<file path="src/rtl/uart_loader_if.sv">
`default_nettype none
// uart_loader_if: UART receive byte stream into the loader, memory-write port and status out of it.
interface uart_loader_if;
   logic        rx_dv;
   logic [7:0]  rx_byte;
   logic [15:0] mem_addr;
   logic [7:0]  mem_data;
   logic        mem_we;
   logic        busy;
   logic        done;
   logic        error;
   logic [1:0]  err_code;

   modport slave (
      input  rx_dv, rx_byte,
      output mem_addr, mem_data, mem_we, busy, done, error, err_code
   );

   modport master (
      output rx_dv, rx_byte,
      input  mem_addr, mem_data, mem_we, busy, done, error, err_code
   );
endinterface
`default_nettype wire

</file>
<file path="src/rtl/uart_loader.sv">
`default_nettype none
// uart_loader: parses SYNC/ADDR/LEN/DATA/CHK frames from a UART byte stream,
// streams payload bytes to a memory write port, verifies the checksum and aborts stalled frames.
module uart_loader #(
   parameter int unsigned TIMEOUT_CLKS = 8680,
   parameter logic [7:0]  SYNC_BYTE    = 8'h55
) (
   input  logic         i_Clock,
   input  logic         i_Rst_L,
   uart_loader_if.slave bus
);
   localparam int unsigned   TW       = $clog2(TIMEOUT_CLKS + 1);
   localparam logic [TW-1:0] TMO_LAST = TW'(TIMEOUT_CLKS - 1);
   localparam logic [1:0]    ERR_OK   = 2'b00;
   localparam logic [1:0]    ERR_CHK  = 2'b01;
   localparam logic [1:0]    ERR_TMO  = 2'b10;

   typedef enum logic [2:0] {
      S_IDLE    = 3'd0,
      S_ADDR_HI = 3'd1,
      S_ADDR_LO = 3'd2,
      S_LEN     = 3'd3,
      S_DATA    = 3'd4,
      S_CHK     = 3'd5
   } state_t;

   state_t        state,    state_nxt;
   logic [15:0]   addr,     addr_nxt;
   logic [8:0]    remain,   remain_nxt;
   logic [7:0]    sum,      sum_nxt;
   logic [TW-1:0] tmo_cnt,  tmo_nxt;
   logic [15:0]   mem_addr, mem_addr_nxt;
   logic [7:0]    mem_data, mem_data_nxt;
   logic          mem_we,   mem_we_nxt;
   logic          done,     done_nxt;
   logic          error,    error_nxt;
   logic [1:0]    err_code, err_code_nxt;
   logic [7:0]    sum_with_byte;

   assign sum_with_byte = sum + bus.rx_byte;

   always_ff @(posedge i_Clock or negedge i_Rst_L) begin
      if (!i_Rst_L) begin
         state    <= S_IDLE;
         addr     <= '0;
         remain   <= '0;
         sum      <= '0;
         tmo_cnt  <= '0;
         mem_addr <= '0;
         mem_data <= '0;
         mem_we   <= 1'b0;
         done     <= 1'b0;
         error    <= 1'b0;
         err_code <= ERR_OK;
      end else begin
         state    <= state_nxt;
         addr     <= addr_nxt;
         remain   <= remain_nxt;
         sum      <= sum_nxt;
         tmo_cnt  <= tmo_nxt;
         mem_addr <= mem_addr_nxt;
         mem_data <= mem_data_nxt;
         mem_we   <= mem_we_nxt;
         done     <= done_nxt;
         error    <= error_nxt;
         err_code <= err_code_nxt;
      end
   end

   always_comb begin
      state_nxt    = state;
      addr_nxt     = addr;
      remain_nxt   = remain;
      sum_nxt      = sum;
      tmo_nxt      = '0;
      mem_addr_nxt = mem_addr;
      mem_data_nxt = mem_data;
      mem_we_nxt   = 1'b0;
      done_nxt     = 1'b0;
      error_nxt    = 1'b0;
      err_code_nxt = err_code;

      if (state != S_IDLE && !bus.rx_dv) begin
         tmo_nxt = tmo_cnt + 1'b1;
      end

      case (state)
         S_IDLE: begin
            if (bus.rx_dv && bus.rx_byte == SYNC_BYTE) begin
               err_code_nxt = ERR_OK;
               sum_nxt      = '0;
               state_nxt    = S_ADDR_HI;
            end
         end
         S_ADDR_HI: begin
            if (bus.rx_dv) begin
               addr_nxt[15:8] = bus.rx_byte;
               sum_nxt        = sum_with_byte;
               state_nxt      = S_ADDR_LO;
            end
         end
         S_ADDR_LO: begin
            if (bus.rx_dv) begin
               addr_nxt[7:0] = bus.rx_byte;
               sum_nxt       = sum_with_byte;
               state_nxt     = S_LEN;
            end
         end
         S_LEN: begin
            if (bus.rx_dv) begin
               // A zero length byte encodes a full 256-byte payload.
               remain_nxt = (bus.rx_byte == 8'h00) ? 9'd256 : {1'b0, bus.rx_byte};
               sum_nxt    = sum_with_byte;
               state_nxt  = S_DATA;
            end
         end
         S_DATA: begin
            if (bus.rx_dv) begin
               mem_we_nxt   = 1'b1;
               mem_addr_nxt = addr;
               mem_data_nxt = bus.rx_byte;
               addr_nxt     = addr + 16'd1;
               remain_nxt   = remain - 9'd1;
               sum_nxt      = sum_with_byte;
               if (remain == 9'd1) begin
                  state_nxt = S_CHK;
               end
            end
         end
         S_CHK: begin
            if (bus.rx_dv) begin
               if (sum_with_byte == 8'h00) begin
                  done_nxt     = 1'b1;
                  err_code_nxt = ERR_OK;
               end else begin
                  error_nxt    = 1'b1;
                  err_code_nxt = ERR_CHK;
               end
               state_nxt = S_IDLE;
            end
         end
         default: begin
            state_nxt = S_IDLE;
         end
      endcase

      // A byte arriving on the terminal-count cycle keeps the frame alive.
      if (state != S_IDLE && !bus.rx_dv && tmo_cnt == TMO_LAST) begin
         state_nxt    = S_IDLE;
         tmo_nxt      = '0;
         error_nxt    = 1'b1;
         err_code_nxt = ERR_TMO;
      end
   end

   assign bus.mem_addr = mem_addr;
   assign bus.mem_data = mem_data;
   assign bus.mem_we   = mem_we;
   assign bus.busy     = (state != S_IDLE);
   assign bus.done     = done;
   assign bus.error    = error;
   assign bus.err_code = err_code;
endmodule
`default_nettype wire

</file>
<file path="src/flat_wrapper.sv">
// flat-port wrapper written by rule: the top's interface ports become plain ports
module uart_loader_flat 
#(
   parameter int unsigned TIMEOUT_CLKS = 8680,
   parameter logic [7:0]  SYNC_BYTE    = 8'h55
)
  (i_Clock, i_Rst_L, bus_rx_dv, bus_rx_byte, bus_mem_addr, bus_mem_data, bus_mem_we, bus_busy, bus_done, bus_error, bus_err_code);
  uart_loader_if bus_i ();
  input  logic i_Clock;
  input  logic i_Rst_L;
  input wire logic [$bits(bus_i.rx_dv)-1:0] bus_rx_dv;
  input wire logic [$bits(bus_i.rx_byte)-1:0] bus_rx_byte;
  output wire logic [$bits(bus_i.mem_addr)-1:0] bus_mem_addr;
  output wire logic [$bits(bus_i.mem_data)-1:0] bus_mem_data;
  output wire logic [$bits(bus_i.mem_we)-1:0] bus_mem_we;
  output wire logic [$bits(bus_i.busy)-1:0] bus_busy;
  output wire logic [$bits(bus_i.done)-1:0] bus_done;
  output wire logic [$bits(bus_i.error)-1:0] bus_error;
  output wire logic [$bits(bus_i.err_code)-1:0] bus_err_code;
  assign bus_i.rx_dv = bus_rx_dv;
  assign bus_i.rx_byte = bus_rx_byte;
  assign bus_mem_addr = bus_i.mem_addr;
  assign bus_mem_data = bus_i.mem_data;
  assign bus_mem_we = bus_i.mem_we;
  assign bus_busy = bus_i.busy;
  assign bus_done = bus_i.done;
  assign bus_error = bus_i.error;
  assign bus_err_code = bus_i.err_code;
  uart_loader #(.TIMEOUT_CLKS(TIMEOUT_CLKS), .SYNC_BYTE(SYNC_BYTE)) u_core (.i_Clock(i_Clock), .i_Rst_L(i_Rst_L), .bus(bus_i));
endmodule
</file>
<file path="config.mk">
export PLATFORM = sky130hd
export DESIGN_NAME = uart_loader_flat
export DESIGN_NICKNAME = d
export VERILOG_FILES = /design/src/rtl/uart_loader_if.sv /design/src/rtl/uart_loader.sv /design/src/flat_wrapper.sv
export SDC_FILE = /design/constraint.sdc
export NUM_CORES = 1
export LEC_CHECK = 0
export ABC_AREA = 1
export CORE_MARGIN = 2
export CORE_UTILIZATION = 30
export DETAILED_ROUTE_END_ITERATION = 16
export PLACE_DENSITY = 0.51
export SETUP_SLACK_MARGIN = 0.5
export SKIP_LAST_GASP = 1
export SYNTH_ARGS = -nofsm -noshare
export SYNTH_HDL_FRONTEND = slang
export SYNTH_SLANG_ARGS = --single-unit
export TNS_END_PERCENT = 20
</file>
<file path="constraint.sdc">
create_clock -name i_Clock -period 2.85 [get_ports i_Clock]
set_input_delay 0.7125 -clock i_Clock [delete_from_list [all_inputs] [get_ports i_Clock]]
set_output_delay 0.7125 -clock i_Clock [all_outputs]
set_load 0.005 [all_outputs]
</file>
==> results.md <==
- Status: finished, final reports clean
- Clock transition at path regs: 0.07 ns
- Residual DRC: 0
- Rows: 44
- Detailed Routing Iterations Pass 1: 5
- Leading cell type in the layout, fill and taps excluded: nand2_1
- Setup Viol. Count Final: 0
- Antenna violations before repair: 0
- Hpwl dp: 7990 µm
- Total number of vias: 3869
- Ordered list of cells on the worst path: inv_2 -> nand2_4 -> clkdlybuf4s50_1
- Yosys reg bits: 79
- CTS root buf: clkbuf_16
- Syn_nets: 600
- Critical setup path kind: reg -> out
- # nets final: 653
- Yosys warnings: 0
- R2R depth: 9
- Synthesized cell area: 4400 µm²
- Io pins: 41
- Crit-path leading delay family: buffers and inverters
- H-Tree Depth: 3
- Maximum clock rate: 0.443 GHz
- DP Area: 5060 µm²
- Pin count of the biggest net entering global routing: 44
- Post-Synth Adder-Cell Area: 3.58%
- Die height: 125 µm
- Width of the chip: 125 µm
- Setup Skew: 0.00842 ns
- Vias in the first global route: 3737
- Peak fanout along the critical path: 6
- Setup crit start kind: flop
- Post-synth cell types: 41
- Vias per cell: 4.72
- Routed Antenna Nets: 0
- Tmin final: 2.26 ns
- RSZ-0062 raised after global routing: true
- DR WL/cell: 13.2 µm
- DRT Wirelength: 10800 µm
- Mean Syn Cell Area: 7.62 µm²
- Compound-cell area share of the yosys netlist: 11.6%
- Core area: 14400 µm²
- Reg2reg start: u_core.sum[0]
- Total grt overflow: 0
- Crit path largest cell delay: 0.51 ns
- Pwr/cell area: 984 nW/µm²
- R2R setup slack: 0.84 ns
- Iter 0 DRT Violations: 265
- Skew-Pair Late Insertion Delay: 0.34 ns
- Final Cell Area: 5420 µm²
- Tot GR Track Use: 14.1%
- Slew headroom: 62.4%
- Post-synthesis mux area share: 0%
- Final slew viol count: 0
- Fin cells: 819
- Synth Area in XOR/XNOR: 2.39%
- CP endpoint kind: output port
- Post-synthesis simple-gate area fraction: 30.0%
- Area grow syn2layout: 23.2%
- Final hold vios: 0
- PortBufs: 40
- Peak supply drop: 0.353 mV
- Max-Cap Viols: 0
- Post-synth EDFFs: 0
- Most frequent cells in the layout: nand2_1 (173), dfrtp_1 (79), inv_1 (64)
- Sequential cell area fraction in the yosys report: 45.0%
- Placer Congestion: 0.823
- Largest family of logic cells by synthesized area: simple AND/OR/NAND/NOR gates
- Clock sinks: 79
- Worst EP required: 2.14 ns
- Worst hold-check path type: in -> async
- Placed Cells incl. Taps: 802
- CTS tree: yes
- Fraction of registers with async set/reset: 100%
- Post-route clock period utilization: 79.2%
- Die area: 15600 µm²
- Max Buffers Root-to-Sink: 2
- Leak: 2.56 nW
- CTS buffer count: 9
- Crit-path slowest cell: clkdlybuf4s50_1
- Initial core utilization: 30.5%
- FF-to-FF End: u_core.bus.error
- Diodes inserted: 0
- Setup Total Neg Slack: 0 ns
- Crit path buffers/inverters: 2
- Most common flop cell mapped by yosys: dfrtp_1
- Worst slew pin tran: 0.563 ns
- Synth Instances: 577
- CTS hold repair buffers: 0
- Fraction of layout cells with a size suffix above 1: 9.29%
- Global-route wire length before repair: 18200 µm
- Crit path DAT: 1.54 ns
[report_power, final]
part	leakage [nW]	switching, mW	internal (mW)
Sequential	1.00	0.335	1.54
Clock	0.149	0.513	0.697
Combinational	1.41	1.28	0.965
[routing by layer]
metal  part of all wire (%)  global-route usage [%]
met4                    1.5                    4.71
met2                     44                    22.0
met3                    3.4                    3.08
met5                      0                       0
met1                     51                    19.4
[Yosys cell counts, types with 3 or more instances]
cell / n / share of area, %
nand4_1: 13 / 1.8
inv_2: 5 / 0.43
dfrtp_1: 79 / 45
clkbuf_1: 6 / 0.51
inv_1: 64 / 5.5
o21ai_1: 4 / 0.46
nor2_1: 46 / 3.9
nand2_2: 5 / 0.71
nor3_1: 18 / 2.0
a22oi_1: 3 / 0.51
xnor2_1: 3 / 0.60
nand2_1: 173 / 15
a21oi_1: 17 / 1.9
nand3_1: 34 / 3.9
xor2_1: 9 / 1.8
o21ai_0: 48 / 5.5
a31oi_1: 5 / 0.71
buf_2: 3 / 0.34
nand2_4: 3 / 0.77
ha_1: 11 / 3.1
[registers in the layout (all words and copies together), names as in the netlist]
name and cells:
u_core.bus.done 1, u_core.bus.mem_we 1, u_core.tmo_cnt 14, u_core.bus.mem_addr 16, u_core.bus.err_code 2, u_core.remain 9
u_core.state 3, u_core.sum 8, u_core.bus.error 1, u_core.addr 16, u_core.bus.mem_data 8
[layout make-up]
cell class              instances  area [µm²]
clock buffers                   9         225
clock inverters                 7        83.8
fillers                      1501        9010
inverters                      70         265
multi-input cells             416        2130
flip-flops and latches         79        1980
well taps                     184         230
repair buffers                 54         504
[cell families after synthesis]
logic type,count (synthesis)
DFF,79
AOI/OAI and AO/OA,90
buffers and inverters,82
adders and majority gates,12
and+or+nand+nor,302
xor gates and xnor gates,12
[per-stage QoR]
step	power [mW]	setup WS [ns]	hold slack, ns	util, %
floorplan	3.28	0.645	0.417	-
global placement	4.09	0.0558	0.437	35.1
detailed placement	4.11	0.0124	0.446	35.1
CTS	5.36	0.537	0.378	37.3
global route	5.79	0.478	0.405	37.6
finish	5.33	0.594	0.359	37.6
[worst register-to-register path, cell delays in order, from the launching register on]
cell and delay (ns):
dfrtp_1 0.39, ha_2 0.21, fa_1 0.49, or2_2 0.31
nor2_2 0.10, nand3_1 0.09, nor2_1 0.10, nand2_1 0.09
nand3_2 0.08, nand2_1 0.05
[worst max-delay path by stage]
| stage | depth (start not counted) | from | endpoint |
|---|---|---|---|
| 2_1_floorplan | 9 | bus_rx_byte[0] | u_core.bus.err_code[0] |
| 3_3_place_gp | 10 | bus_rx_byte[0] | u_core.bus.err_code[0] |
| 3_5_place_dp | 10 | bus_rx_byte[0] | u_core.bus.error |
| 4_1_cts | 3 | u_core.state[0] | bus_busy |
| 5_1_grt | 10 | bus_rx_byte[0] | u_core.bus.error |
| 6_report | 3 | u_core.state[2] | bus_busy |
[timing repair]
action,4_1_cts,5_1_grt
setup endpoints to repair,3,5
pin swaps,1,3
setup buffers,1,0
gates resized for setup,3,5
No activity file was read; power rests on OpenSTA's default activity.
